<file path="config.mk">
export PLATFORM = sky130hd
export DESIGN_NAME = bin_to_sseg
export DESIGN_NICKNAME = d
export VERILOG_FILES = /design/src/rtl/bin_to_sseg.sv
export SDC_FILE = /design/constraint.sdc
export NUM_CORES = 1
export LEC_CHECK = 0
export BUFFER_PORTS_ARGS = -buffer_cell sky130_fd_sc_hd__buf_2
export CAP_MARGIN = 20
export CORE_MARGIN = 5
export CORE_UTILIZATION = 40
export CTS_CLUSTER_SIZE = 8
export DETAILED_ROUTE_END_ITERATION = 16
export RECOVER_POWER = 50
export SETUP_SLACK_MARGIN = 0.4
export SYNTH_ARGS = -nofsm -noshare
export SYNTH_HDL_FRONTEND = slang
export SYNTH_SLANG_ARGS = --single-unit
</file>
<file path="constraint.sdc">
create_clock -name clk -period 2.34 [get_ports clk]
set_input_delay 0.702 -clock clk [delete_from_list [all_inputs] [get_ports clk]]
set_output_delay 0.702 -clock clk [all_outputs]
set_load 0.005 [all_outputs]
</file>
<file path="src/rtl/bin_to_sseg.sv">
// Sequential 14-bit binary to 4-digit seven-segment pattern converter (double dabble, one bit per clock).
// Optional build macro LEADING_ZERO_BLANK_EN blanks leading zero digits 3..1.
module bin_to_sseg #(
    parameter logic [3:0] DP_MASK = 4'b0000
) (
    input  logic        clk,
    input  logic        reset,
    input  logic        start,
    input  logic [13:0] bin,
    output logic        ready,
    output logic        done,
    output logic        ovf,
    output logic [7:0]  in0,
    output logic [7:0]  in1,
    output logic [7:0]  in2,
    output logic [7:0]  in3
);

    typedef enum logic [1:0] {
        S_IDLE = 2'd0,
        S_OP   = 2'd1,
        S_ENC  = 2'd2
    } state_t;

    state_t      r_state;
    logic [13:0] r_shift;
    logic [15:0] r_bcd;
    logic [3:0]  r_cnt;
    logic        r_ovf_next;

    logic [15:0] w_bcd_adj;
    logic [6:0]  w_seg [4];

    function automatic logic [15:0] add3(input logic [15:0] b);
        logic [15:0] r;
        r = b;
        for (int i = 0; i < 4; i++) begin
            if (b[i*4 +: 4] >= 4'd5) r[i*4 +: 4] = b[i*4 +: 4] + 4'd3;
        end
        return r;
    endfunction

    // Returns g..a, active-low; non-decimal nibbles render blank.
    function automatic logic [6:0] seg7(input logic [3:0] d);
        logic [6:0] s;
        case (d)
            4'd0:    s = 7'b1000000;
            4'd1:    s = 7'b1111001;
            4'd2:    s = 7'b0100100;
            4'd3:    s = 7'b0110000;
            4'd4:    s = 7'b0011001;
            4'd5:    s = 7'b0010010;
            4'd6:    s = 7'b0000010;
            4'd7:    s = 7'b1111000;
            4'd8:    s = 7'b0000000;
            4'd9:    s = 7'b0010000;
            default: s = 7'b1111111;
        endcase
        return s;
    endfunction

    assign w_bcd_adj = add3(r_bcd);

    always_comb begin
        for (int i = 0; i < 4; i++) w_seg[i] = seg7(r_bcd[i*4 +: 4]);
`ifdef LEADING_ZERO_BLANK_EN
        if (r_bcd[15:12] == 4'd0) w_seg[3] = 7'b1111111;
        if (r_bcd[15:8]  == 8'd0) w_seg[2] = 7'b1111111;
        if (r_bcd[15:4]  == 12'd0) w_seg[1] = 7'b1111111;
`else
`endif
        // Overflow dashes win over digits and blanking alike.
        if (r_ovf_next) begin
            for (int i = 0; i < 4; i++) w_seg[i] = 7'b0111111;
        end
    end

    always_ff @(posedge clk or posedge reset) begin
        if (reset) begin
            r_state    <= S_IDLE;
            r_shift    <= '0;
            r_bcd      <= '0;
            r_cnt      <= '0;
            r_ovf_next <= 1'b0;
            ready      <= 1'b1;
            done       <= 1'b0;
            ovf        <= 1'b0;
            in0        <= 8'hFF;
            in1        <= 8'hFF;
            in2        <= 8'hFF;
            in3        <= 8'hFF;
        end else begin
            done <= 1'b0;
            case (r_state)
                S_IDLE: begin
                    if (start) begin
                        r_shift    <= bin;
                        r_bcd      <= '0;
                        r_cnt      <= 4'd14;
                        r_ovf_next <= (bin > 14'd9999);
                        ready      <= 1'b0;
                        r_state    <= S_OP;
                    end
                end
                S_OP: begin
                    r_bcd   <= {w_bcd_adj[14:0], r_shift[13]};
                    r_shift <= {r_shift[12:0], 1'b0};
                    r_cnt   <= r_cnt - 4'd1;
                    if (r_cnt == 4'd1) r_state <= S_ENC;
                end
                S_ENC: begin
                    in0     <= {~DP_MASK[0], w_seg[0]};
                    in1     <= {~DP_MASK[1], w_seg[1]};
                    in2     <= {~DP_MASK[2], w_seg[2]};
                    in3     <= {~DP_MASK[3], w_seg[3]};
                    ovf     <= r_ovf_next;
                    done    <= 1'b1;
                    ready   <= 1'b1;
                    r_state <= S_IDLE;
                end
                default: begin
                    r_state <= S_IDLE;
                    ready   <= 1'b1;
                end
            endcase
        end
    end

endmodule

</file>
==> qor.txt <==
CORE AREA: 9109 µm²
Flop2flop setup slack: 0.48 ns
Post-CTS Setup Bufs: 0
Peak VDD IR: 467.0 µV
Total CTS buffers: 9
Post-DP HPWL: 5330 µm
Drt drc: 0
Final Power: 0.006084 W
Commonest non-fill, non-tap cell in the layout: nand2_1
Clk buf depth: 2
Slew Limit Headroom: 0.2775%
Largest net degree at the start of global routing: 69
GRT Residual Overflow: 0
Arr. time, crit path: 2.12 ns
Max Freq: 536.4 MHz
Drt total wl: 7680 µm
FF-to-FF End: r_ovf_next$_DFFE_PP0P_
# fillers: 902
Unrepaired setup endpoints after global routing: false
Post-synth EDFFs: 0
Antenna viol nets, final: 0
Final Hold Fails: 0
Die height: 105.9 µm
CP max FO: 16
Area grow syn2layout: 13.37%
First-pass GRT wire length: 13,340 µm
Pwr dens: 1459 nW/µm²
Setup CP Type: register to register
Startpoint types: register
Clk_lat worst skew: 0.33 ns
Post-Syn Area: 3677 µm²
Worst Tran Pin Value: 1.496 ns
Post-synth cell types: 39
Fin crit period: 1.864 ns
Synth Instances: 397
Routability Congestion: 0.8324
Worst Hold Depth: 2
Final Max Slew Viols: 0
Initial antenna violation count: 0
Worst Hold Launch: ovf$_DFFE_PP0P_
Post-CTS Hold Buffers: 0
CTS HTree Levels: 3
Outcome: finished, final reports clean
Post-DR vias/cell: 5.204
N_diodes: 0
Initial DRC count: 144
PortBufs: 47
Final clock skew: 0.003309 ns
Commonest non-fill, non-tap cells in the layout: nand2_1 (59), nor2_1 (51), buf_2 (46)
Reg clk slew, reported paths: 0.07 ns
R2R depth: 4
Critical-path cell list: nor3b_1 > clkbuf_1 > nand2_1 > o21ai_0
Layout cell share with drive strength beyond 1: 23.20%
Worst EP required: 2.59 ns
Buf/Inv on CP: 1
Ys flop type: dfrtp_1
DIE WIDTH: 105.9 µm
Synthesized area per cell: 9.263 µm²
Vias: 2,888
Max Cap Violations: 0
1st-pass router iterations: 5
Reg-to-Reg Start: r_state[1]$_DFFE_PP0P_
Gr usage total: 14.60%
Endpoints failing setup: 0
CP peak stage delay: 0.55 ns
Die ar.: 11,210 µm²
Final period utilization: 79.66%
#FFs+latches synth: 68
Root Driver: clkbuf_8
Asr flop ratio synth: 100.0%
Crit path capture type: register
Slowest cell on crit path: clkbuf_1
Vias in the first global route: 2,861
Worst hold path class: register to register
Leak: 1.904 nW
Top Ports: 52
Register area share after synthesis: 47.26%
Final nets: 482
Hold Crit Endpoint: ovf$_DFFE_PP0P_
Row cnt: 35
Critical path's top delay family: simple AND/OR/NAND/NOR gates
Initial core utilization: 40.37%
Clock sink count: 68
CTS tree: yes
Fin Setup TNS: 0 ns
WL/cell: 13.84 µm
Ys Warns: 0
Post-cts resize count: 0
[where the power goes]
group	switching [W]	internal (W)	leakage (nW)
Combinational	0.00134	0.00119	1.02
Sequential	0.000584	0.00191	0.767
Clock	0.000430	0.000624	0.113
[cell usage after synthesis, types with 2 or more instances]
| cell | count | area [µm²] |
|---|---|---|
| dfstp_2 | 29 | 762.0 |
| nand2b_1 | 7 | 43.79 |
| buf_2 | 6 | 30.03 |
| clkbuf_1 | 9 | 33.78 |
| nor3b_1 | 2 | 15.01 |
| o22a_2 | 3 | 30.03 |
| nor4_1 | 2 | 12.51 |
| a31oi_1 | 15 | 93.84 |
| a22o_1 | 2 | 17.52 |
| and3_1 | 4 | 25.02 |
| a211oi_1 | 3 | 22.52 |
| o311ai_0 | 4 | 35.03 |
| nor3b_4 | 2 | 37.54 |
| o21ai_0 | 26 | 130.1 |
| buf_4 | 9 | 67.56 |
| and2_1 | 2 | 12.51 |
| o22a_1 | 13 | 113.9 |
| inv_1 | 18 | 67.56 |
| nand2_1 | 59 | 221.5 |
| nor2_1 | 51 | 191.4 |
| ha_1 | 26 | 325.3 |
| xnor2_1 | 7 | 61.31 |
| nor2b_1 | 2 | 12.51 |
| mux2i_1 | 2 | 20.02 |
| o21ai_2 | 2 | 17.52 |
| nand3_1 | 5 | 25.02 |
| dfrtp_1 | 39 | 975.9 |
| a21oi_1 | 30 | 150.1 |
| nor3_1 | 3 | 15.01 |
| o211ai_1 | 4 | 30.03 |
| o31ai_1 | 3 | 22.52 |
[kinds of logic after synthesis]
kind of cell	after synthesis	synth area share [%]
adder cells (fa/ha/maj)	26	8.846
XOR/XNOR	7	1.667
flip-flops	68	47.26
buffers and inverters	43	5.512
multiplexers	2	0.5444
AO/OA/AOI/OAI	109	18.88
AND/OR/NAND/NOR	141	17.18
other	1	0.1020
[final cells by class]
cell class | instances | area (µm²) | share of cell area (%)
sequential | 68 | 1738 | 41.69
clock buffer | 11 | 141.4 | 3.391
multi-input combinational | 289 | 1737 | 41.66
timing repair buffer | 52 | 264.0 | 6.333
inverter | 19 | 75.07 | 1.801
clock inverter | 5 | 75.07 | 1.801
tap | 111 | 138.9 | 3.331
[how the worst max path moves through the flow]
| stage | startpoint | endpoint | depth (start not counted) |
|---|---|---|---|
| final | r_state[1]$_DFFE_PP0P_ | r_ovf_next$_DFFE_PP0P_ | 4 |
| after CTS | in0[0]$_DFFE_PP1P_ | in0[0] | 1 |
| after global routing | reset | r_bcd[10]$_DFFE_PP0P_ | 3 |
| after detailed placement | start | r_bcd[10]$_DFFE_PP0P_ | 5 |
| after global placement | start | r_bcd[10]$_DFFE_PP0P_ | 5 |
| after floorplan | start | r_bcd[5]$_DFFE_PP0P_ | 5 |
[tightest hold or removal path, stage by stage (launching register included)]
cell     delay (ns)
dfrtp_1        0.35
nand2_1        0.05
nand2_1        0.06
[per-stage QoR]
step | hold slack (ns) | cells | util [%] | cell area [µm²] | setup slack (ns)
2_1_floorplan | 0.4484 | 400 | - | 3692 | 0.8002
3_3_place_gp | 0.4599 | 539 | 43.75 | 3985 | 0.6902
3_5_place_dp | 0.4755 | 539 | 43.75 | 3985 | 0.6518
4_1_cts | 0.4577 | 555 | 46.13 | 4202 | 0.6178
5_1_grt | 0.5058 | 555 | 45.77 | 4169 | 0.2358
6_report | 0.4856 | 555 | 45.77 | 4169 | 0.4759
[registers in the layout (all words and copies together) (netlist names)]
register and count:
done 1, in0 7, in1 7, in2 7
in3 7, ovf 1, r_bcd 16, r_cnt 4
r_ovf_next 1, r_shift 14, r_state 2, ready 1
[routing by layer]
metal / GRT usage (%) / wire length [µm]
met5: 0 / 0
met2: 23.68 / 3477
met3: 4.715 / 393
met4: 3.053 / 55
met1: 19.15 / 3754
(Power assumes the default switching activity.)
